--- src/rtl/alu_flagreg_seq.sv ---
// alu_flagreg_seq: registered flag ALU with persistent Z/C/N/V, carry-chained
// ADC/SBB, shifts, a WIDTH-cycle shift-add multiply and valid/ready on both sides.
module alu_flagreg_seq #(
  parameter int WIDTH = 8
) (
  input  logic             clk,
  input  logic             rst,
  input  logic             in_valid,
  output logic             in_ready,
  input  logic [WIDTH-1:0] a,
  input  logic [WIDTH-1:0] b,
  input  logic [3:0]       opcode,
  output logic             out_valid,
  input  logic             out_ready,
  output logic [WIDTH-1:0] result,
  output logic             z,
  output logic             c,
  output logic             n,
  output logic             v,
  output logic             busy
);
  localparam int MSB = WIDTH - 1;
  localparam int CW  = (WIDTH > 1) ? $clog2(WIDTH) : 1;

  localparam logic [3:0] OP_ADD = 4'd0,  OP_SUB = 4'd1,  OP_AND = 4'd2,  OP_OR  = 4'd3;
  localparam logic [3:0] OP_XOR = 4'd4,  OP_NTA = 4'd5,  OP_NTB = 4'd6,  OP_ADC = 4'd7;
  localparam logic [3:0] OP_SBB = 4'd8,  OP_SHL = 4'd9,  OP_SHR = 4'd10, OP_ASR = 4'd11;
  localparam logic [3:0] OP_MUL = 4'd12, OP_PSA = 4'd13;

  typedef enum logic [1:0] {IDLE, MUL, DONE} state_t;

  state_t               state, state_nxt;
  logic                 accept;
  logic                 mul_last;
  logic [CW-1:0]        cnt;
  logic [WIDTH-1:0]     mcand;
  logic [2*WIDTH-1:0]   prod, prod_nxt;
  logic [WIDTH:0]       mul_sum;
  logic [WIDTH:0]       sum;
  logic [WIDTH-1:0]     alu_res;
  logic                 alu_c, alu_v;

  assign mul_last = (cnt == CW'(WIDTH - 1));

  // Handshake outputs and next state; a DONE-cycle accept is treated exactly like an IDLE accept.
  always_comb begin
    in_ready  = 1'b0;
    out_valid = 1'b0;
    busy      = 1'b0;
    state_nxt = state;
    case (state)
      IDLE:    in_ready = 1'b1;
      MUL:     busy = 1'b1;
      DONE: begin
        out_valid = 1'b1;
        in_ready  = out_ready;
      end
      default: ;
    endcase
    accept = in_valid && in_ready;
    if (accept)
      state_nxt = (opcode == OP_MUL) ? MUL : DONE;
    else if (state == MUL && mul_last)
      state_nxt = DONE;
    else if (state == DONE && out_ready)
      state_nxt = IDLE;
  end

  // State register.
  always_ff @(posedge clk) begin
    if (rst) state <= IDLE;
    else     state <= state_nxt;
  end

  // Single-cycle ops; c here is the stored carry of the last completed op.
  always_comb begin
    sum     = '0;
    alu_res = '0;
    alu_c   = 1'b0;
    alu_v   = 1'b0;
    case (opcode)
      OP_ADD, OP_ADC: begin
        sum     = {1'b0, a} + {1'b0, b} + {{WIDTH{1'b0}}, (opcode == OP_ADC) & c};
        alu_res = sum[MSB:0];
        alu_c   = sum[WIDTH];
        alu_v   = (a[MSB] == b[MSB]) && (alu_res[MSB] != a[MSB]);
      end
      OP_SUB, OP_SBB: begin
        // Borrow shows up as bit WIDTH of the WIDTH+1 bit difference.
        sum     = {1'b0, a} - {1'b0, b} - {{WIDTH{1'b0}}, (opcode == OP_SBB) & c};
        alu_res = sum[MSB:0];
        alu_c   = sum[WIDTH];
        alu_v   = (a[MSB] != b[MSB]) && (alu_res[MSB] != a[MSB]);
      end
      OP_AND:  alu_res = a & b;
      OP_OR:   alu_res = a | b;
      OP_XOR:  alu_res = a ^ b;
      OP_NTA:  alu_res = ~a;
      OP_NTB:  alu_res = ~b;
      OP_PSA:  alu_res = a;
      OP_SHL: begin
        alu_res = {a[MSB-1:0], 1'b0};
        alu_c   = a[MSB];
      end
      OP_SHR: begin
        alu_res = {1'b0, a[MSB:1]};
        alu_c   = a[0];
      end
      OP_ASR: begin
        alu_res = {a[MSB], a[MSB:1]};
        alu_c   = a[0];
      end
      default: ;
    endcase
  end

  // One shift-add step: add multiplicand into the high half if the LSB is set, shift right.
  always_comb begin
    mul_sum  = {1'b0, prod[2*WIDTH-1:WIDTH]} + (prod[0] ? {1'b0, mcand} : '0);
    prod_nxt = {mul_sum, prod[MSB:1]};
  end

  // Operand capture, multiply iteration, and flag/result load on completion only.
  always_ff @(posedge clk) begin
    if (rst) begin
      result <= '0;
      z      <= 1'b0;
      c      <= 1'b0;
      n      <= 1'b0;
      v      <= 1'b0;
      prod   <= '0;
      mcand  <= '0;
      cnt    <= '0;
    end else if (accept) begin
      if (opcode == OP_MUL) begin
        mcand <= a;
        prod  <= {{WIDTH{1'b0}}, b};
        cnt   <= '0;
      end else begin
        result <= alu_res;
        z      <= (alu_res == '0);
        n      <= alu_res[MSB];
        c      <= alu_c;
        v      <= alu_v;
      end
    end else if (state == MUL) begin
      prod <= prod_nxt;
      cnt  <= cnt + 1'b1;
      if (mul_last) begin
        result <= prod_nxt[MSB:0];
        z      <= (prod_nxt[MSB:0] == '0);
        n      <= prod_nxt[MSB];
        c      <= |prod_nxt[2*WIDTH-1:WIDTH];
        v      <= |prod_nxt[2*WIDTH-1:WIDTH];
      end
    end
  end
endmodule

--- config.mk ---
export PLATFORM = sky130hd
export DESIGN_NAME = alu_flagreg_seq
export DESIGN_NICKNAME = d
export VERILOG_FILES = /design/src/rtl/alu_flagreg_seq.sv
export SDC_FILE = /design/constraint.sdc
export NUM_CORES = 1
export LEC_CHECK = 0
export ABC_AREA = 1
export BUFFER_PORTS_ARGS = -buffer_cell sky130_fd_sc_hd__buf_2
export CORE_MARGIN = 4
export CORE_UTILIZATION = 55
export DETAILED_ROUTE_END_ITERATION = 10
export PLACE_DENSITY = 0.78
export SETUP_SLACK_MARGIN = 0.2
export SLEW_MARGIN = 30
export SYNTH_ARGS = -nofsm -noshare
export SYNTH_HDL_FRONTEND = slang
export SYNTH_SLANG_ARGS = --single-unit
--- constraint.sdc ---
create_clock -name clk -period 2.52 [get_ports clk]
set_clock_uncertainty 0.1 [all_clocks]
set_input_delay 0.126 -clock clk [delete_from_list [all_inputs] [get_ports clk]]
set_output_delay 0.126 -clock clk [all_outputs]
set_load 0.05 [all_outputs]
Word-level counts from Yosys, hierarchy flattened:

Cells that the tools add are included.

* multiplexer cells: 35
* $lt $le $gt $ge: 0
* multiply operators: 0
* equality and inequality tests: 22
* $add $sub $neg: 6
* bitwise operators: 7
* shift operators: 0
* divide/modulo/power cells: 0
* reduce and logical (&&, ||, !) cells: 19

Operators with widths (number)
* $pmux 8 s11: 1
* $mux 16: 3
* $mux 8: 5
* $eq 4x4->1 const B: 6
* $add 8x8->9: 2
* $eq 4x3->1 const B: 4
* $logic_not 8->1: 2
* $mux 1: 16
* $not 8->8: 2
* $add 9x1->9: 1
* $mux 3: 3
* $sub 8x8->9: 1
* $sub 9x1->9: 1
* $and 8x8->8: 1
* $eq 4x2->1 const B: 2
* $mux 2: 4
* $or 8x8->8: 1
* $reduce_or 8->1: 1
* $xor 8x8->8: 1
* $reduce_or 2->1: 3
* $logic_and 1x1->1: 5
* $eq 4x1->1 const B: 1
* $logic_not 4->1: 1
* $pmux 1 s2: 2
* 15 further kinds: 20

* output and inout bits: 15
* latch bits: 0
* register bits: 41
* word-level logic and storage cells: 98
* bits in writable memories: 0
* memories kept: 0
* bits in read-only memories: 0

Longest topological paths before layout:

* depth after elaboration: 8
* mapped depth: 17
* depth with buffers taken out: 17

Least setup slack after synthesis:

No wires, ideal clock.

* kind: reg2reg
* start point: register c
* end point: register v
* required time: 2302 ps
* clock period less this slack: 2573 ps
* library setup time: 118 ps
* arrival: 2356 ps
* slack: -53 ps
* stages on the path, launching flop included: 15
* cell sequence: dfxtp_1 nand3_1 fa_1 inv_1 ha_1 o21ai_0 nand2_1 nand2_1 nand3b_1 nand2_1 nand2_1 nand3_1 a21oi_1 nor2_1 nor2_1

* cells in the longest elaborated chain, start to end: 7
* elaborated cells between the ends (all ways): 11
* classes of those cells: add/sub: 2; eq/ne: 2; mux: 3; bitwise: 2; reduce/logical: 2

RTL lines
* from (decl): RTL line 17 `output logic c,`
* from (signal assigned): RTL line 143 `c <= alu_c;`
* from (signal assigned): RTL line 153 `c <= |prod_nxt[2*WIDTH-1:WIDTH];`
* $and 1x1->1, on equally long branches: RTL line 90, 83
* $sub 9x1->9 or $add 9x1->9 (tied branches): RTL line 90, 83
* $ne 1x1->1, on equally long branches: RTL line 93, 86
* $logic_and 1x1->1, on equally long branches: RTL line 93, 86
* $pmux 1 s2 (*): RTL line 81 `case (opcode)`
* $mux 1 (*): RTL line 135 `if (opcode == OP_MUL) begin`
* $mux 1 (*): RTL line 134 `end else if (accept) begin`
* to (signal assigned): RTL line 144 `v <= alu_v;`
* to (signal assigned): RTL line 154 `v <= |prod_nxt[2*WIDTH-1:WIDTH];`
* to (decl): RTL line 19 `output logic v,`

Every way passes the cells marked *; elsewhere a longest branch is shown, timed or not. The select of a mux whose other input is x is not followed.
A chain may end at the register's enable or synchronous reset.

Worst setup path after layout:

* start point: register c
* end point: register z

* cells in the longest elaborated chain, start to end: 6
* elaborated cells between the ends (all ways): 8
* classes of those cells: add/sub: 2; mux: 3; bitwise: 2; reduce/logical: 1

RTL lines
* $and 1x1->1, on equally long branches: RTL line 90, 83
* $sub 9x1->9 or $add 9x1->9 (tied branches): RTL line 90, 83
* $pmux 8 s11 (*): RTL line 81
* $logic_not 8->1 (*): RTL line 141 `z <= (alu_res == '0);`
* $mux 1 (*): RTL line 135
* $mux 1 (*): RTL line 134
* to (signal assigned): RTL line 141
* to (signal assigned): RTL line 151 `z <= (prod_nxt[MSB:0] == '0);`
* to (decl): RTL line 16 `output logic z,`

Marks and branches as above.

==> metrics.md <==
| Metric | Value |
|---|---|
| Ys Warns | `0` |
| Initial core utilization | `57.5%` |
| GR Util met3 | `5.93%` |
| Die width | `~93 um` |
| Critical Path AT | `roughly 2.6 ns` |
| Vias in the first global route | `between 4000 and 5000` |
| First-pass GRT wire length | `approximately 20000 um` |
| Top cell type's share of synthesized area | `roughly a fifth` |
| Min-delay worst type | `in -> reg` |
| Hpwl dp | `9790 um` |
| Avg Vias per Cell | `about 5.6` |
| Clk_lat worst skew | `approximately 0.3 ns` |
| Peak supply drop | `about 0.35 mV` |
| Sequential fraction of the synthesis area | `around a fifth` |
| Fin crit share | `around 96%` |
| Area growth from synthesis to layout | `18.0%` |
| Slew of the pin with the lowest slew margin | `about 0.76 ns` |
| GRT overflow | `0` |
| Syn_nets | `slightly above 700` |
| Synth top area cells | `dfxtp_1, nand2_1, ha_1, nand3_1, inv_1` |
| Setup CP Type | `reg -> reg` |
| Most used routing layer | `met2` |
| Most common cell after layout, fill and taps aside | `nand2_1` |
| Leakage power | `between 2 and 2.5 nW` |
| Met1 Use GR | `approximately two fifths` |
| Length of the first detailed-routing pass in iterations | `5` |
| Global routing met2 resource utilization | `44.4%` |
| Most frequent cells in the layout | `nand2_1, inv_1, nor2_1, nand3_1, a21oi_1` |
| Max Cap Viol | `0` |
| # setup viols final | `0` |
| CP max stage cell | `fa_2` |
| Post-Syn Instances | `approximately 650` |
| Final ANT Viol Nets | `0` |
| DRC | `0` |
| DRT Wirelength | `approximately 13000 um` |
| Nature of the critical path endpoint | `register` |
| H-Tree Level Count | `2` |
| Clock-pin slew on the worst setup and hold paths | `~0.09 ns` |
| Pwr dens | `407 mW/mm^2` |
| Iteration-0 DRC count of the detailed router | `just over 400` |
| GRT Overall Usage | `29.0%` |
| Status | `completed` |
| Seq cells post-synth | `40` |
| Cell Area, Synth | `between 0.003 and 0.004 mm^2` |
| Vias post-DR | `4526` |
| FMAX | `a little over 400 MHz` |
| GPL Wtd Cong | `around 1.1` |
| Root Driver | `clkbuf_8` |
| Final #Nets | `between 700 and 800` |
| RSZ-0062 raised after global routing | `yes` |
| CP startpoint kind | `register` |
| Port Buf Inserts | `38` |
| Critical Path Most Common Cell | `nand2_1` |
| Required @ worst endpoint | `roughly 2.7 ns` |
| Critical path peak fanout | `4` |
| Max stage delay on crit path | `0.57 ns` |
| CTS Sinks | `40` |
| Clock buffer count from CTS | `5` |
| Pin count of the biggest net entering global routing | `30` |
| Total power | `0.00189 W` |
| Final Util | `between 60% and 70%` |
| Crit-path cells | `nand3_4, fa_2, ha_1, xor2_1, nand2_1, nand2_1, inv_1, nand3_2, nor2_1, nand2_1, nor2_1, nand3_1, a21oi_2` |
| Cell taking the most area after synthesis | `dfxtp_1` |
| Initial antenna violation count | `0` |
| Std cell rows | `30` |
| Number of synthesized flops with an enable pin | `0` |
| Post-synth ARST share | `0%` |
| Area of the core | `0.00687 mm^2` |
| Final Hold Fails | `0` |
| IO Count | `39` |
| Die Y | `~90 um` |
| Netlist cell types | `30` |
| Slew Limit Fails | `0` |
| Slew HR | `about half` |
| DIE AREA | `between 0.008 and 0.009 mm^2` |
| Avg Inst Size Synth | `between 6 and 7 um^2` |
| Routed len/inst | `approximately 16 um` |
| Minimum clock period after layout | `approximately 2.4 ns` |
| Bufs on Longest Clock Path | `2` |
| Ant diodes | `0` |
| Share of cells above drive strength 1 | `18.8%` |
| CTS tree | `yes` |
| Synth Flop Type | `dfxtp_1` |
[power by group]
group / total [W] / internal (W) / switching (W)
clock network: 0.000515 / 0.000259 / 0.000256
registers: 0.000672 / 0.000657 / 0.0000150
logic: 0.000706 / 0.000230 / 0.000477
[state kept, by name (all words and copies together) (netlist names)]
register / count
state: 2
prod: 16
result: 8
z: 1
cnt: 3
mcand: 8
v: 1
c: 1
[per-layer routing]
metal	vias to the layer above	part of all wire (%)
met1	2056	44
met4	0	3.4
met3	34	9.2
met2	225	43
li1	2211	-
met5	-	0
[layout make-up]
class                      instances  area (um^2)
multi-input combinational        508         2900
fill                             625         2210
sequential                        40          806
timing repair buffer              64          385
inverter                          88          330
tap                               96          120
clock buffer                       6         93.8
clock inverter                     2         17.5
[repair_timing]
action / CTS / global route
endpoints found under the setup margin: 7 / 7
buffers inserted: 0 / 2
pin swaps: 11 / 17
hold buffers: 0 / 0
endpoints found under the hold margin: 0 / 0
resized for setup: 17 / 27
[per-stage QoR]
step	setup slack (ns)	cells	hold WS, ns	cell area (um^2)	TNS [ns]
2_1_floorplan	0.223	653	0.0951	3960	0
3_3_place_gp	0.0111	794	0.353	4350	0
3_5_place_dp	-0.0218	794	0.346	4350	-0.0346
4_1_cts	0.120	802	0.0500	4520	0
5_1_grt	-0.0111	804	0.0672	4660	-0.0173
6_report	0.108	804	0.0549	4660	0
[logic make-up after synthesis]
| kind of cell | synth area share [%] |
|---|---|
| DFF | 20.3 |
| and+or+nand+nor | 38.6 |
| buffers and inverters | 10.7 |
| AOI/OAI and AO/OA | 13.9 |
| xor gates and xnor gates | 1.33 |
| adders and majority gates | 15.2 |
[cells in the mapped netlist (all sizes together) (7+ instances only)]
| cell | n |
|---|---|
| a31oi | 13 |
| nand3 | 63 |
| dfxtp | 40 |
| clkbuf | 8 |
| nand3b | 7 |
| buf | 9 |
| inv | 88 |
| a21oi | 45 |
| nand2 | 208 |
| nand4 | 8 |
| nor2 | 63 |
| o21ai | 39 |
| ha | 40 |
[final timing paths]
path | from | endpoint | slack (ns) | cells past startpoint
worst max-delay path | c | z | 0.11 | 13
worst min-delay path | b[0] | prod[0] | 0.05 | 3
worst max register to register | c | z | 0.11 | 13
worst min register to register | prod[3] | prod[3] | 0.36 | 2
[critical path: cells and delay by family, from the launching register on]
kind | cells | cell delay (ns)
AND/OR/NAND/NOR | 8 | 0.71
adder cells (fa/ha/maj) | 2 | 0.81
AO/OA/AOI/OAI | 1 | 0.13
XOR/XNOR | 1 | 0.14
flip-flops | 1 | 0.39
buffers and inverters | 1 | 0.06
No activity file was read; power rests on OpenSTA's default activity.
